`config.mk`:
```
export PLATFORM = sky130hd
export DESIGN_NAME = demux_stream
export DESIGN_NICKNAME = d
export VERILOG_FILES = /design/src/rtl/demux_pkg.sv /design/src/rtl/demux_slot.sv /design/src/rtl/demux_stream.sv
export SDC_FILE = /design/constraint.sdc
export NUM_CORES = 1
export LEC_CHECK = 0
export CORE_MARGIN = 2
export CORE_UTILIZATION = 48
export CTS_CLUSTER_DIAMETER = 40
export DETAILED_ROUTE_END_ITERATION = 12
export PLACE_DENSITY = 0.76
export SYNTH_ARGS = -nofsm -noshare
export SYNTH_HDL_FRONTEND = slang
export SYNTH_SLANG_ARGS = --single-unit
```
`constraint.sdc`:
```
create_clock -name clk -period 6.45 [get_ports clk]
set_clock_uncertainty 0.05 [all_clocks]
set_input_delay 1.6125 -clock clk [delete_from_list [all_inputs] [get_ports clk]]
set_output_delay 1.6125 -clock clk [all_outputs]
set_load 0.01 [all_outputs]
```
`src/rtl/demux_pkg.sv`:
```
// rtl/demux_pkg.sv - shared state encoding, default widths and helpers for demux_stream
package demux_pkg;

  typedef logic [1:0] state_t;

  localparam state_t ST_IDLE = 2'd0;
  localparam state_t ST_PKT  = 2'd1;
  localparam state_t ST_DROP = 2'd2;

  localparam int DATA_W_DEF = 8;
  localparam int N_OUT_DEF  = 8;
  localparam int SEL_W_DEF  = 4;
  localparam int CNT_W_DEF  = 8;

  // Smallest r with 2**r >= value; used to confirm the select is wide enough
  function automatic int clog2(input int value);
    int r;
    r = 0;
    for (int i = 0; i < 31; i++) begin
      if ((1 << i) < value) r = i + 1;
    end
    return r;
  endfunction

endpackage

```
`src/rtl/demux_slot.sv`:
```
// rtl/demux_slot.sv - one-entry valid/ready register slice for a single output channel
module demux_slot
  import demux_pkg::*;
#(
  parameter int DATA_W = DATA_W_DEF
) (
  input  logic              clk,
  input  logic              rst_n,
  input  logic              load,
  input  logic [DATA_W-1:0] s_data,
  input  logic              s_last,
  output logic              free,
  output logic              m_valid,
  input  logic              m_ready,
  output logic [DATA_W-1:0] m_data,
  output logic              m_last
);

  // A slot can take a new beat when empty or when its current beat leaves this cycle
  assign free = !m_valid || m_ready;

  // Load has priority over drain so the slot refills in the same cycle it empties
  always_ff @(posedge clk) begin
    if (!rst_n) begin
      m_valid <= 1'b0;
      m_data  <= '0;
      m_last  <= 1'b0;
    end else if (load) begin
      m_valid <= 1'b1;
      m_data  <= s_data;
      m_last  <= s_last;
    end else if (m_ready) begin
      m_valid <= 1'b0;
    end
  end

endmodule

```
`src/rtl/demux_stream.sv`:
```
// rtl/demux_stream.sv - packet-aware 1-to-N stream demultiplexer with broadcast and drop counting
module demux_stream
  import demux_pkg::*;
#(
  parameter int DATA_W = DATA_W_DEF,
  parameter int N_OUT  = N_OUT_DEF,
  parameter int SEL_W  = SEL_W_DEF,
  parameter int CNT_W  = CNT_W_DEF
) (
  input  logic                    clk,
  input  logic                    rst_n,
  input  logic                    s_valid,
  output logic                    s_ready,
  input  logic [DATA_W-1:0]       s_data,
  input  logic [SEL_W-1:0]        s_sel,
  input  logic                    s_bcast,
  input  logic                    s_last,
  output logic [N_OUT-1:0]        m_valid,
  input  logic [N_OUT-1:0]        m_ready,
  output logic [N_OUT*DATA_W-1:0] m_data,
  output logic [N_OUT-1:0]        m_last,
  output logic                    err_sel,
  output logic [CNT_W-1:0]        drop_cnt,
  output logic                    busy
);

  if (SEL_W < clog2(N_OUT)) begin : g_bad_sel_w
    $error("demux_stream: SEL_W too narrow to address N_OUT channels");
  end

  state_t state, state_nxt;

  logic [SEL_W-1:0] sel_q;
  logic             bcast_q;
  logic [SEL_W-1:0] cur_sel;
  logic             cur_bcast;
  logic             sel_bad;
  logic [N_OUT-1:0] target;
  logic [N_OUT-1:0] free;
  logic [N_OUT-1:0] load;
  logic             sink;
  logic             accept;
  logic             latch;
  logic             err_hit;

  // Target set: live select on the first beat, latched select for the rest of a packet
  always_comb begin
    cur_sel   = (state == ST_PKT) ? sel_q   : s_sel;
    cur_bcast = (state == ST_PKT) ? bcast_q : s_bcast;
    sel_bad   = !cur_bcast && (int'(cur_sel) >= N_OUT);
    target    = '0;
    for (int k = 0; k < N_OUT; k++) begin
      target[k] = cur_bcast || (cur_sel == SEL_W'(k));
    end
  end

  // State register
  always_ff @(posedge clk) begin
    if (!rst_n) state <= ST_IDLE;
    else        state <= state_nxt;
  end

  // Next-state: leave IDLE on a non-final first beat, return on any accepted last beat
  always_comb begin
    state_nxt = state;
    case (state)
      ST_IDLE: if (accept && !s_last) state_nxt = sel_bad ? ST_DROP : ST_PKT;
      ST_PKT,
      ST_DROP: if (accept && s_last) state_nxt = ST_IDLE;
      default: state_nxt = ST_IDLE;
    endcase
  end

  // Outputs: sink unroutable packets, otherwise wait until every targeted slot is free
  always_comb begin
    sink    = 1'b0;
    s_ready = 1'b0;
    accept  = 1'b0;
    load    = '0;
    err_hit = 1'b0;
    latch   = 1'b0;
    case (state)
      ST_IDLE: sink = sel_bad;
      ST_DROP: sink = 1'b1;
      default: sink = 1'b0;
    endcase
    if (rst_n) s_ready = sink ? 1'b1 : &(free | ~target);
    accept = s_valid && s_ready;
    if (accept && !sink) load = target;
    err_hit = accept && (state == ST_IDLE) && sel_bad;
    latch   = accept && (state == ST_IDLE) && !sel_bad && !s_last;
  end

  // Packet destination is captured on the first beat and held until the last
  always_ff @(posedge clk) begin
    if (!rst_n) begin
      sel_q   <= '0;
      bcast_q <= 1'b0;
    end else if (latch) begin
      sel_q   <= s_sel;
      bcast_q <= s_bcast;
    end
  end

  // Error pulse and saturating count of dropped packets
  always_ff @(posedge clk) begin
    if (!rst_n) begin
      err_sel  <= 1'b0;
      drop_cnt <= '0;
    end else begin
      err_sel <= err_hit;
      if (err_hit && (drop_cnt != {CNT_W{1'b1}})) drop_cnt <= drop_cnt + 1'b1;
    end
  end

  assign busy = (state != ST_IDLE);

  for (genvar k = 0; k < N_OUT; k++) begin : g_slot
    demux_slot #(
      .DATA_W(DATA_W)
    ) u_slot (
      .clk    (clk),
      .rst_n  (rst_n),
      .load   (load[k]),
      .s_data (s_data),
      .s_last (s_last),
      .free   (free[k]),
      .m_valid(m_valid[k]),
      .m_ready(m_ready[k]),
      .m_data (m_data[k*DATA_W +: DATA_W]),
      .m_last (m_last[k])
    );
  end

endmodule
```
# Word-level counts from Yosys, hierarchy flattened
# Index checks and enable logic that the tools add are counted.
[word_totals]
register_bits = 96
inputBits = 25
wordCells = 123
[op_classes]
n_addsub = 1
magnitude_cmp = 1
eq_ne = 12
mux = 26
bitwise_logic = 2
reduce_logical = 52
[op_table]
columns = ["operator", "count"]
rows = [
  ["1-bit 2-to-1 mux", 19],
  ["2-bit nonzero test", 9],
  ["4-bit by 3-bit == test with 1-bit output, second input constant", 4],
  ["1-bit logical OR", 16],
  ["1-bit logical NOT", 12],
  ["1-bit logical AND", 10],
  ["8-bit by 1-bit adder with 8-bit output, second input constant", 1],
  ["4-bit by 2-bit == test with 1-bit output, second input constant", 2],
  ["8-bit 2-to-1 mux", 1],
  ["8-bit != test, second input constant", 1],
  ["8-bit inverter", 1],
  ["8-bit OR", 1],
  ["8-bit AND reduction", 1],
  ["2-bit 2-to-1 mux", 3],
  ["4-bit by 1-bit == test with 1-bit output, second input constant", 1],
  ["4-bit >= comparator, second input constant", 1],
  ["4-bit logical NOT", 1],
  ["4-bit 2-to-1 mux", 1],
  ["2-bit != test, second input constant", 2],
  ["2-bit one-hot mux with 2 select lines", 1],
  ["2-bit by 1-bit == test with 1-bit output, second input constant", 1],
  ["2-bit == test, second input constant", 1],
  ["2-bit logical NOT", 1],
  ["1-bit one-hot mux with 2 select lines", 1],
  ["2 further kinds", 2],
]

# Logic depth before layout (Yosys ltp)
[depth]
depth_word = 13
ltp_mapped = 11

# Cells and area by module
# Synthesis repeated with hierarchy kept, for this count alone.
[unflattened]
hier_cells = 407
hier_area_um2 = 4186.5
[by_module_without_submodules]
columns = ["module", "n_inst", "cells_each", "area_each_um2", "seq_area_each_um2"]
rows = [
  ["demux_slot", 8, 32, 375.4, 200.2],
  ["demux_stream", 1, 151, 1183.6, 320.3],
]

# Worst setup path before layout
# No wires, ideal clock.
[synth_path]
path_kind = "input -> output"
start = "input port s_sel[0]"
end = "output port s_ready"
arrival_time_ps = 2941
required_ps = 4787
slack_ps = 1847
stages = 7
path_buffers = 1
cell_sequence = "and3b_1 o21ai_0 a21oi_1 nor3_2 buf_2 nand2_1 a21oi_1"
[synth_via]
elab_chain_cells = 8
[synth_lines]
columns = ["item", "line_no", "rtl"]
rows = [
  ["start: declaration", "demux_stream.sv:15", "input logic [SEL_W-1:0] s_sel,"],
  ["4-bit 2-to-1 mux (*)", "demux_stream.sv:48", "cur_sel = (state == ST_PKT) ? sel_q : s_sel;"],
  ["4-bit by 1-bit == test with 1-bit output (tied with other cells)", "demux_stream.sv:53", "target[k] = cur_bcast || (cur_sel == SEL_W'(k));"],
  ["1-bit logical OR", "demux_stream.sv:53", ""],
  ["8-bit inverter", "demux_stream.sv:87", "if (rst_n) s_ready = sink ? 1'b1 : &(free | ~target);"],
  ["8-bit OR", "demux_stream.sv:87", ""],
  ["8-bit AND reduction", "demux_stream.sv:87", ""],
  ["1-bit 2-to-1 mux (*) (2 in a row)", "demux_stream.sv:87", ""],
  ["end: declaration", "demux_stream.sv:13", "output logic s_ready,"],
]
# Mark *: on every way between the ends. The rest lies on a longest branch, timed or not.

# Worst setup path in the final report
[layout_path]
start = "input port s_sel[3]"
end = "output port s_ready"
# The elaborated chain is that of the path after synthesis.

==> impl_metrics.env <==
export IMPL_maxSlewHeadroom_pct=38.9
export IMPL_holdPathEnd="g_slot[6].u_slot.m_data[6]"
export IMPL_final_net_count=620
export IMPL_dp_final_hpwl_mm=8.45
export IMPL_syn_to_final_growth_pct=25.3
export IMPL_critPathTopFamily="buffers and inverters"
export IMPL_htreeDepth=3
export IMPL_antenna_found_initial=0
export IMPL_fmax_mhz=177
export IMPL_setup_viol=0
export IMPL_fin_area_um2=5620
export IMPL_critPathBufInv=2
export IMPL_r2r_start="state[1]"
export IMPL_drtIter0Drc=250
export IMPL_synth_edff_count=0
export IMPL_synth_seq_cells=96
export IMPL_syn_area_um2=4490
export IMPL_grt_max_degree=90
export IMPL_max_stage_delay_ns=0.58
export IMPL_die_area_um2=10100
export IMPL_p_int_uw=879
export IMPL_fin_cells=707
export IMPL_hold_start="g_slot[6].u_slot.m_data[6]"
export IMPL_fin_setup_tns_ns=0
export IMPL_synthTopCellsByCount="96 x dfxtp_1, 67 x a21oi_1, 67 x nand3_1"
export IMPL_synth_largest_area_cell="dfxtp_1"
export IMPL_startpoint="s_sel[3]"
export IMPL_worstRegToRegCells=8
export IMPL_synth_top_cell_area_share_pct=42.8
export IMPL_drt_wl_total_mm=12.3
export IMPL_cts_resized=0
export IMPL_cts_sinks=96
export IMPL_seq_area_um2=1920
export IMPL_cts_setup_buffers=0
export IMPL_reg2reg_to="g_slot[4].u_slot.m_data[2]"
export IMPL_tightest_slew_ns=0.916
export IMPL_crit_slowest_cell="clkdlybuf4s50_1"
export IMPL_path_common_cell="clkdlybuf4s50_1"
export IMPL_vias=4055
export IMPL_yosysMostFrequentCell="dfxtp_1"
export IMPL_period_share_pct=87.8
export IMPL_rrSetupSlack_ns=3.03
export IMPL_synth_area_leaders="dfxtp_1 43%, a21oi_1 7.5%, nand3_1 7.5%"
export IMPL_crit_arrival_ns=4.00
export IMPL_yosys_warnings=0
export IMPL_drive_gt1_share_pct=6.71
export IMPL_hold_buffers=0
export IMPL_p_switching_uw=374
export IMPL_finalHoldViolations=0
export IMPL_pin_count=116
export IMPL_cp_max_fo=12
export IMPL_ys_flop_type="dfxtp_1"
export IMPL_pwr_share_comb_pct=19.8
export IMPL_synthArstFlopShare_pct=0
export IMPL_place_area_um2=5440
export IMPL_gp_congestion=0.848
export IMPL_drv_slew=0
export IMPL_leakagePower_uw=0.00209
export IMPL_clock_latency_ns=0.36
export IMPL_detail_route_vias_per_cell=5.74
export IMPL_rsz0062_at_grt="no"
export IMPL_clock_power_share_pct=29.2
export IMPL_switching_share_pct=29.9
export IMPL_remaining_drc_errors=0
export IMPL_timing_hold_ws_ns=0.432
export IMPL_min_period_ns=5.67
export IMPL_multi_input_area_um2=2180
export IMPL_fill_cells=813
export IMPL_wl_per_cell_um=17.4
export IMPL_required_ns=4.79
export IMPL_die_h_um=101
export IMPL_whs_path_depth=2
export IMPL_status="completed"
export IMPL_synth_cell_type_count=46
export IMPL_rows=35
export IMPL_synth_avg_cell_area_um2=8.60
export IMPL_start_util_pct=49.0
export IMPL_critical_path_class="primary input to output pin"
export IMPL_overflow=0
export IMPL_dp_cells=691
export IMPL_numPortBuffers=115
export IMPL_maxCapViolations=0
export IMPL_cts_made_buffers=9
export IMPL_crit_path_end_kind="output pin"
export IMPL_hold_path_class="flip-flop to flip-flop"
export IMPL_cts_tree="built"
export IMPL_synthesis_instances=522
export IMPL_diodes=0
export IMPL_p_per_area_nw_per_um2=223
export IMPL_peakVddDrop_v=0.000119
export IMPL_antenna_left=0
export IMPL_seqPwrFrac_pct=51.0
export IMPL_cp_start_kind="primary input"
export IMPL_dr_pass1_iters=5
export IMPL_path_cells="clkdlybuf4s50_1 -> or3b_4 -> a21oi_2 -> nor2_1 -> a21oi_1 -> clkdlybuf4s50_1"
export IMPL_fp_dieW_um=101
export IMPL_yosysSeqAreaShare_pct=42.8
export IMPL_synth_fp_nets=551
export IMPL_grt_pass1_vias=3759
export IMPL_grt_pass1_wl_mm=19.5
export IMPL_clock_path_buffers=2
export IMPL_clockRootBuffer="clkbuf_8"
export IMPL_design_core_area_um2=9150
export IMPL_grt_total_usage_pct=24.4
export IMPL_clkSlewWorstSetupHoldPaths_ns=0.10
-- worst register-to-register path: cells and delay by family, from the launching register on --
family | cells | cell delay, ns
AO/OA/AOI/OAI | 1 | 0.12
flip-flops | 1 | 0.35
buffers and inverters | 1 | 0.10
AND/OR/NAND/NOR | 3 | 1.30
multiplexers | 2 | 0.81
adder cells (fa/ha/maj) | 1 | 0.57
-- power by group through the flow --
stage	Combinational, µW	Clock [µW]	Sequential [µW]
global route	270	398	643
floorplan	151	0	659
CTS	247	370	639
detailed placement	246	0	653
finish	248	366	639
global placement	242	0	652
-- how the worst max path moves through the flow --
stage	to	slack, ns	cells after the start
finish	s_ready	0.78	6
detailed placement	s_ready	0.79	8
global placement	s_ready	0.81	8
CTS	s_ready	0.77	8
global route	s_ready	0.59	6
floorplan	s_ready	1.85	7
-- flip-flops by register name (all words and copies together), names as in the netlist --
register and count:
sel_q 4, drop_cnt 8, g_slot.u_slot.m_data 64, err_sel 1
state 2, g_slot.u_slot.m_valid 8, bcast_q 1, g_slot.u_slot.m_last 8
-- per-layer routing --
layer	GRT usage (%)	wire, µm	vias to the layer above
met1	34.1	5580	1894
met4	8.54	257	0
met2	37.3	5620	156
met5	0	0	-
li1	-	-	1984
met3	4.92	860	21
-- cells by family (layout without fill, tap and decap cells) --
| logic type | Yosys count | after routing | synth area share [%] |
|---|---|---|---|
| flip-flops | 96 | 96 | 42.8 |
| AND/OR/NAND/NOR | 165 | 165 | 20.4 |
| multiplexers | 27 | 27 | 6.05 |
| XOR/XNOR | 7 | 7 | 1.37 |
| adder cells (fa/ha/maj) | 4 | 4 | 1.12 |
| buffers and inverters | 68 | 142 | 8.73 |
| AO/OA/AOI/OAI | 155 | 155 | 19.5 |
-- cells in the final DEF, fill, tap and decap left out, types with 6 or more instances in the layout --
| cell type | netlist | routed |
|---|---|---|
| nand3_1 | 67 | 67 |
| and3_1 | 8 | 8 |
| o21ai_1 | 11 | 11 |
| nand2_1 | 12 | 12 |
| o22ai_1 | 9 | 9 |
| nor2_1 | 40 | 40 |
| a21oi_1 | 67 | 67 |
| a2111oi_1 | 6 | 6 |
| mux2i_1 | 26 | 26 |
| clkbuf_8 | 0 | 9 |
| dfxtp_1 | 96 | 96 |
| o21ai_0 | 51 | 51 |
| inv_1 | 7 | 7 |
| nor2b_1 | 8 | 8 |
| clkdlybuf4s50_1 | 0 | 115 |
-- cell type report --
| type | count | area share (%) |
|---|---|---|
| clock buffers | 10 | 2.27 |
| clock inverters | 6 | 0.912 |
| inverters | 8 | 0.534 |
| multi-input cells | 358 | 38.8 |
| flip-flops and latches | 96 | 34.2 |
| well taps | 111 | 2.47 |
| repair buffers | 118 | 20.9 |
-- stage by stage --
| stage | util (%) | total power [µW] | setup WS (ns) |
|---|---|---|---|
| 6_report | 61.4 | 1250 | 0.784 |
| 5_1_grt | 61.4 | 1310 | 0.593 |
| 4_1_cts | 61.4 | 1260 | 0.774 |
| 3_5_place_dp | 59.5 | 899 | 0.790 |
| 3_3_place_gp | 59.5 | 894 | 0.812 |
| 2_1_floorplan | - | 809 | 1.85 |
Power figures use the tool's default switching activity.
